==> config.mk <==
export PLATFORM = sky130hd
export DESIGN_NAME = hu_hazard_ctrl
export DESIGN_NICKNAME = d
export VERILOG_FILES = /design/src/rtl/hu_hazard_ctrl.sv
export SDC_FILE = /design/constraint.sdc
export NUM_CORES = 1
export LEC_CHECK = 0
export ABC_AREA = 0
export BUFFER_PORTS_ARGS = -buffer_cell sky130_fd_sc_hd__buf_2
export CAP_MARGIN = 20
export CORE_ASPECT_RATIO = 1.5
export CORE_MARGIN = 1
export CORE_UTILIZATION = 28
export CTS_BUF_LIST = sky130_fd_sc_hd__clkbuf_8
export CTS_CLUSTER_SIZE = 25
export DETAILED_ROUTE_END_ITERATION = 7
export RECOVER_POWER = 50
export SLEW_MARGIN = 25
export SYNTH_ARGS = -nofsm -noshare
export SYNTH_HDL_FRONTEND = slang
export SYNTH_SLANG_ARGS = --single-unit
==> constraint.sdc <==
create_clock -name clk -period 3 [get_ports clk]
set_clock_uncertainty 0.1 [all_clocks]
set_input_delay 0.45 -clock clk [delete_from_list [all_inputs] [get_ports clk]]
set_output_delay 0.45 -clock clk [all_outputs]
set_load 0.005 [all_outputs]
==> src/rtl/hu_hazard_ctrl.sv <==
// Pipeline hazard controller: load-use stall, branch flush, memory-wait freeze and a producer scoreboard for E/M/W.
// Optional HU_NO_FWD_STALL_EN: stall on any RAW hit in E/M/W for pipelines without forwarding.
module hu_hazard_ctrl (
    input  logic        clk,
    input  logic        rst,
    input  logic [4:0]  Rs1_D,
    input  logic [4:0]  Rs2_D,
    input  logic        reg_ren_D,
    input  logic        RegWrite_D,
    input  logic        MemRead_D,
    input  logic        valid_D,
    input  logic [4:0]  Rd_D,
    input  logic        branch_taken_E,
    input  logic        mem_req_M,
    input  logic        mem_ready_M,
    output logic        stall_F,
    output logic        stall_D,
    output logic        stall_E,
    output logic        stall_M,
    output logic        flush_D,
    output logic        flush_E,
    output logic [4:0]  Rd_M,
    output logic [4:0]  Rd_W,
    output logic        RegWrite_M,
    output logic        RegWrite_W,
    output logic [15:0] stall_cnt,
    output logic        mem_timeout
);

    typedef enum logic [0:0] {RUN = 1'b0, MEM_WAIT = 1'b1} state_t;

    typedef struct packed {
        logic       valid;
        logic [4:0] rd;
        logic       rw;
        logic       mr;
    } sb_t;

    state_t     state_r;
    state_t     state_nxt_s;
    sb_t        sb_e_r;
    sb_t        sb_m_r;
    sb_t        sb_w_r;
    sb_t        d_entry_s;
    logic [7:0] wait_cnt_r;
    logic       freeze_s;
    logic       load_use_s;
    logic       data_haz_s;

    // A scoreboard entry hits when it will write a register the decode stage reads.
    function automatic logic raw_hit(input sb_t e, input logic [4:0] rs1, input logic [4:0] rs2);
        return e.valid && e.rw && ((rs1 == e.rd) || (rs2 == e.rd));
    endfunction

    // Decode entry, hazard detection and freeze condition.
    always_comb begin
        d_entry_s.valid = valid_D;
        d_entry_s.rd    = Rd_D;
        d_entry_s.rw    = valid_D && RegWrite_D && (Rd_D != 5'd0);
        d_entry_s.mr    = valid_D && MemRead_D;

        load_use_s = valid_D && reg_ren_D && sb_e_r.mr && raw_hit(sb_e_r, Rs1_D, Rs2_D);
`ifdef HU_NO_FWD_STALL_EN
        data_haz_s = valid_D && reg_ren_D &&
                     (raw_hit(sb_e_r, Rs1_D, Rs2_D) || raw_hit(sb_m_r, Rs1_D, Rs2_D) ||
                      raw_hit(sb_w_r, Rs1_D, Rs2_D));
`else
        data_haz_s = load_use_s;
`endif

        case (state_r)
            RUN:      freeze_s = mem_req_M && !mem_ready_M;
            MEM_WAIT: freeze_s = !mem_ready_M;
            default:  freeze_s = 1'b0;
        endcase
    end

    // Pipeline controls: freeze > branch flush > data-hazard stall > run; all quiet in reset.
    always_comb begin
        stall_F = 1'b0;
        stall_D = 1'b0;
        stall_E = 1'b0;
        stall_M = 1'b0;
        flush_D = 1'b0;
        flush_E = 1'b0;
        if (rst) begin
            stall_F = 1'b0;
        end else if (freeze_s) begin
            stall_F = 1'b1;
            stall_D = 1'b1;
            stall_E = 1'b1;
            stall_M = 1'b1;
        end else if (branch_taken_E) begin
            flush_D = 1'b1;
            flush_E = 1'b1;
        end else if (data_haz_s) begin
            stall_F = 1'b1;
            stall_D = 1'b1;
            flush_E = 1'b1;
        end else begin
            stall_F = 1'b0;
        end
    end

    // Next-state logic for the memory-wait FSM.
    always_comb begin
        state_nxt_s = state_r;
        case (state_r)
            RUN:      state_nxt_s = freeze_s    ? MEM_WAIT : RUN;
            MEM_WAIT: state_nxt_s = mem_ready_M ? RUN      : MEM_WAIT;
            default:  state_nxt_s = RUN;
        endcase
    end

    // FSM state, wait counter and sticky timeout; timeout latches on the edge the counter reaches 255.
    always_ff @(posedge clk) begin
        if (rst) begin
            state_r     <= RUN;
            wait_cnt_r  <= 8'd0;
            mem_timeout <= 1'b0;
        end else begin
            state_r <= state_nxt_s;
            if ((state_r == RUN) && (state_nxt_s == MEM_WAIT)) begin
                wait_cnt_r <= 8'd0;
            end else if ((state_r == MEM_WAIT) && (wait_cnt_r != 8'hFF)) begin
                wait_cnt_r <= wait_cnt_r + 8'd1;
            end else begin
                wait_cnt_r <= wait_cnt_r;
            end
            if ((state_r == MEM_WAIT) && (wait_cnt_r == 8'hFE)) begin
                mem_timeout <= 1'b1;
            end else begin
                mem_timeout <= mem_timeout;
            end
        end
    end

    // Scoreboard shift; a bubble enters E whenever E is flushed (load stall or branch).
    always_ff @(posedge clk) begin
        if (rst) begin
            sb_e_r <= '0;
            sb_m_r <= '0;
            sb_w_r <= '0;
        end else if (!freeze_s) begin
            sb_e_r <= flush_E ? sb_t'(8'd0) : d_entry_s;
            sb_m_r <= sb_e_r;
            sb_w_r <= sb_m_r;
        end else begin
            sb_e_r <= sb_e_r;
            sb_m_r <= sb_m_r;
            sb_w_r <= sb_w_r;
        end
    end

    // Saturating count of fetch-stall cycles.
    always_ff @(posedge clk) begin
        if (rst) begin
            stall_cnt <= 16'd0;
        end else if (stall_F && (stall_cnt != 16'hFFFF)) begin
            stall_cnt <= stall_cnt + 16'd1;
        end else begin
            stall_cnt <= stall_cnt;
        end
    end

    assign Rd_M       = sb_m_r.rd;
    assign RegWrite_M = sb_m_r.rw;
    assign Rd_W       = sb_w_r.rd;
    assign RegWrite_W = sb_w_r.rw;

endmodule

Word-level counts from Yosys, hierarchy flattened
Cells that the tools add are included.

Eq/ne operators: 5. Add/subtract/negate cells: 2. Muxes and demuxes: 16. Reductions and logical operators: 17. Bitwise gates (word level): 1.

Operators by type and width (number): $add A16 B1 Y16 const B (1); $ne A16 B16 Y1 const B (1); $logic_and A1 B1 Y1 (13); $mux W1 (13); $eq A5 B5 Y1 (2); $add A8 B1 Y8 const B (1); $eq A8 B8 Y1 const B (1); $mux W8 (1); $ne A8 B8 Y1 const B (1); $reduce_bool A5 Y1 (1); $pmux W1 S2 (2); $reduce_or A2 Y1 (1); $logic_not A1 Y1 (1); $logic_or A1 B1 Y1 (1); $not A1 Y1 (1).

Flip-flop bits (word level): 46. Input port bits: 24. Output and inout port bits: 35. Logic and storage cells: 53.

Longest topological paths before layout
Depth in word-level cells: 9. Mapped depth: 7. Gate-level depth less buffers: 7.

Worst setup path before layout
OpenSTA, ideal clock, no wires.

Path type: input to output. Start point: input reg_ren_D. End point: output stall_F. Required time: 2.450 ns. Buffers on the path: 1. Stages: 6. Arrival time: 1.697 ns. Path slack: 0.753 ns. Cells stage by stage: nand4_2 nor4_4 a22oi_4 o21ai_1 nor2b_1 buf_4.

Longest elaborated chain between the ends: 7.

RTL lines: from (decl) (RTL line 8) `input logic reg_ren_D,`; $logic_and A1 B1 Y1 (3 in a row) (RTL line 62) `load_use_s = valid_D && reg_ren_D && sb_e_r.mr && raw_hit(sb_e_r, Rs1_D, Rs2_D);`; $mux W1 (4 in a row); to (decl) (RTL line 16) `output logic stall_F,`.

Every way passes these cells.

Worst setup path after layout
Start point: register sb_e_r[4] (netlist name). End point: output stall_F.

Longest elaborated chain between the ends: 8. Elaborated cells between the ends (all ways): 9. Those cells by class: eq/ne: 2; mux: 4; reduce/logical: 3.

RTL lines: from (decl) (RTL line 41) `sb_t sb_e_r;`; from (signal assigned) (RTL line 145) `sb_e_r <= flush_E ? sb_t'(8'd0) : d_entry_s;`; from (signal assigned) (RTL line 149) `sb_e_r <= sb_e_r;`; $eq A5 B5 Y1 (RTL line 52) `return e.valid && e.rw && ((rs1 == e.rd) || (rs2 == e.rd));`; $logic_or A1 B1 Y1 (*) (RTL line 52); $logic_and A1 B1 Y1 (*) (RTL line 52); $logic_and A1 B1 Y1 (*) (RTL line 62); $mux W1 (*) (RTL line 96) `end else if (data_haz_s) begin`; $mux W1 (*) (RTL line 93) `end else if (branch_taken_E) begin`; $mux W1 (*) (RTL line 88) `end else if (freeze_s) begin`; $mux W1 (*) (RTL line 86) `if (rst) begin`.

Mark *: on every way between the ends. The rest lies on a longest branch, timed or not.

==> results.md <==
- Layout cells sized above 1: 0.208
- Post-synthesis register bit count: 46
- Core area: 0.00766 mm2
- Worst-skew pair later-pin latency: 0.30 ns
- Root Driver: clkbuf_8
- Post-Place Worst Slack: 0.506 ns
- Synthesis-to-finish area growth: 20.2%
- Primary FF master, synth: dfxtp_1
- Seq. cell area: 921 um2
- Io pins: 59
- Total GRT Usage: 0.135
- CP endpoint: stall_F
- Crit path max fanout: 10
- Max H-tree Level: 2
- Num Clock Sinks: 46
- Clock transition at the registers of the reported paths: 0.08 ns
- Fin. max-slew vios: 0
- Num CTS Buffers: 5
- Resize count post-CTS: 0
- Num rows: 39
- Slew @ Worst Pin: 1.09 ns
- Largest net degree at the start of global routing: 26
- Peak VDD IR: 0.276 mV
- GP Congestion: 0.780
- Iteration-0 DRC Markers: 73
- Yosys cell types: 41
- CTS tree: yes
- Final Hold Violating Endpoints: 0
- Net Count, Synth: 283
- First-pass GRT wire length: 8480 um
- Die Footprint: 0.00832 mm2
- Antenna violation net count after detailed routing: 0
- Worst path required time: 2.45 ns
- Post-synthesis sequential area ratio: 0.414
- Vias in the first global route: 1841
- Die width: 74.8 um
- Crit path cell chain: xor2_1 -> nor3_1 -> a22oi_4 -> o21ai_1 -> nor2b_1 -> buf_2
- Synth Cell Area: 0.00223 mm2
- Pwr/cell area: 411 mW/mm2
- Max Cap Viol: 0
- Port bufs: 58
- Clk buf depth: 2
- Final TNS setup: 0 ns
- Crit share post-route: 0.879
- Avg Inst Size Synth: 8.69 um2
- DR pass1 iterations: 4
- Crit path time final: 2.64 ns
- # diodes: 0
- Max Fclk: 379 MHz
- Final Worst Setup Slack: 0.363 ns
- YS warnings: 0
- Placed wire-length estimate: 3960 um
- # setup viols final: 0
- Crit path DAT: 2.09 ns
- Setup crit end kind: primary output
- Async SR Flop Fraction: 0
- Syn Inst Count: 256
- Die Ht: 111 um
- Final cell utilization of the core: 0.349
- Initial Utilization: 0.291
- Nets: 340
- Antenna violations before repair: 0
- R2r setup slk: 0.73 ns
- CP peak stage delay: 0.37 ns
- R2r worst-path depth: 7
- Min-Delay Path Class: in2reg
- Avg Vias per Cell: 4.67
- Crit path from: sb_e_r[4]$_SDFFE_PP0N_
- Cts hold-fix bufs: 0
- Multi-input gate area: 0.00124 mm2
- Total vias in the final route: 1940
- Reg2Reg Capture Point: stall_cnt[7]$_SDFFE_PP0P_
- Critical path class: reg2out
- RSZ-0062 raised after global routing: false
- Avg WL per Cell: 12.6 um
- Max stage delay cell, worst path: dfxtp_1
- Remaining Overflow, GRT: 0
- CP Launch Type: flop
- Number of synthesized flops with an enable pin: 0
- Status: finished, final reports clean
- R2r startpoint: stall_cnt[0]$_SDFFE_PP0P_
- Post CTS Setup Buffer Count: 0
- Worst slew margin: 0.273
- WL final: 5220 um
- Number of remaining DRC errors: 0
- Leakage: 1.08 nW
- Fill count: 852
-- cells in the final DEF (no fill, tap or decap), types with 3 or more instances in the layout --
cell        n
a2111oi_2   3
clkbuf_8    5
and4_1      3
xnor2_1     9
nor2_1     27
ha_1        3
buf_2      44
o21a_1      3
nand4_1     7
nor3b_1     3
nor3_1      4
xor2_1     14
buf_4       3
and3_1      5
nand2b_1    4
nand3_1    14
a211oi_1    4
mux2i_1     5
inv_1       6
dfxtp_1    46
nand2_1    42
a21oi_1    21
clkbuf_1   14
-- synthesized netlist by cell type (all sizes together) (2+ instances only) --
cell / count / share of area
nand4: 8 / 0.025
and3: 5 / 0.014
xnor2: 9 / 0.035
inv: 4 / 0.0067
nor2b: 2 / 0.0056
o21a: 3 / 0.010
a211oi: 5 / 0.019
nand2b: 4 / 0.011
ha: 3 / 0.017
buf: 3 / 0.0084
nor4: 2 / 0.019
a2111oi: 3 / 0.020
dfxtp: 46 / 0.41
nand2: 42 / 0.071
a21oi: 23 / 0.058
a31oi: 2 / 0.0056
xor2: 14 / 0.055
or2: 2 / 0.0056
clkbuf: 9 / 0.015
o21bai: 2 / 0.010
nor3: 4 / 0.0090
nor3b: 3 / 0.010
nand3: 14 / 0.031
and4: 3 / 0.012
nor2: 27 / 0.046
o21ai: 2 / 0.0045
mux2i: 5 / 0.022
-- worst min path at each step --
stage | slack [ns] | to | start | cells past startpoint
2_1_floorplan | 0.34 | sb_e_r[0]$_SDFFE_PP0N_ | sb_e_r[0]$_SDFFE_PP0N_ | 2
3_5_place_dp | 0.34 | Rd_W[4]$_SDFFE_PP0N_ | Rd_W[4]$_SDFFE_PP0N_ | 2
6_report | 0.30 | sb_e_r[3]$_SDFFE_PP0N_ | Rd_D[1] | 3
4_1_cts | 0.28 | sb_e_r[3]$_SDFFE_PP0N_ | Rd_D[1] | 3
5_1_grt | 0.30 | sb_e_r[2]$_SDFFE_PP0N_ | Rd_D[0] | 3
3_3_place_gp | 0.34 | Rd_W[0]$_SDFFE_PP0N_ | Rd_W[0]$_SDFFE_PP0N_ | 2
-- where the power goes --
group / internal, mW / switching (mW) / total, mW
logic: 0.0440 / 0.0680 / 0.112
registers: 0.622 / 0.0130 / 0.635
clock network: 0.154 / 0.198 / 0.352
total: 0.820 / 0.279 / 1.10
-- worst max-delay path, delay by kind of cell (launching register included) --
family                 cells  cell delay (ns)
XOR/XNOR                   1             0.17
AND/OR/NAND/NOR            2             0.55
flip-flops                 1             0.37
AO/OA/AOI/OAI              2             0.55
buffers and inverters      1             0.14
-- registers in the layout, indices dropped and copies added, names as in the netlist --
signal,flops
mem_timeout,1
stall_cnt,16
wait_cnt_r,8
state_r,1
RegWrite_M,1
Rd_M,5
sb_e_r,8
RegWrite_W,1
Rd_W,5
-- metal layers --
metal,track usage,up-vias,share of wire
met5,0,-,0
li1,-,1000,-
met2,0.232,43,0.50
met4,0.0642,0,0.021
met3,0.0309,6,0.041
met1,0.150,891,0.43
-- metrics by stage --
stage               total power, mW  cell area [um2]  hold slack, ns  instances
finish                         1.10             2680           0.297        415
global route                   1.16             2680           0.302        415
CTS                            1.12             2700           0.285        415
detailed placement            0.765             2620           0.341        408
global placement              0.763             2620           0.335        408
floorplan                     0.718             2230           0.344        256
-- final cells by class --
type	instances	area share
clock inverter	2	0.00281
sequential	46	0.344
multi-input combinational	194	0.462
inverter	4	0.00561
tap	102	0.0477
clock buffer	5	0.0257
timing repair buffer	62	0.112
-- kinds of logic (layout without fill, tap and decap cells) --
logic type	after synthesis	after routing	synth area share
adder cells (fa/ha/maj)	3	3	0.0169
AO/OA/AOI/OAI	43	43	0.152
XOR/XNOR	23	23	0.0905
AND/OR/NAND/NOR	119	119	0.269
flip-flops	46	46	0.414
multiplexers	6	6	0.0275
buffers and inverters	16	73	0.0303
Power figures use the tool's default switching activity.
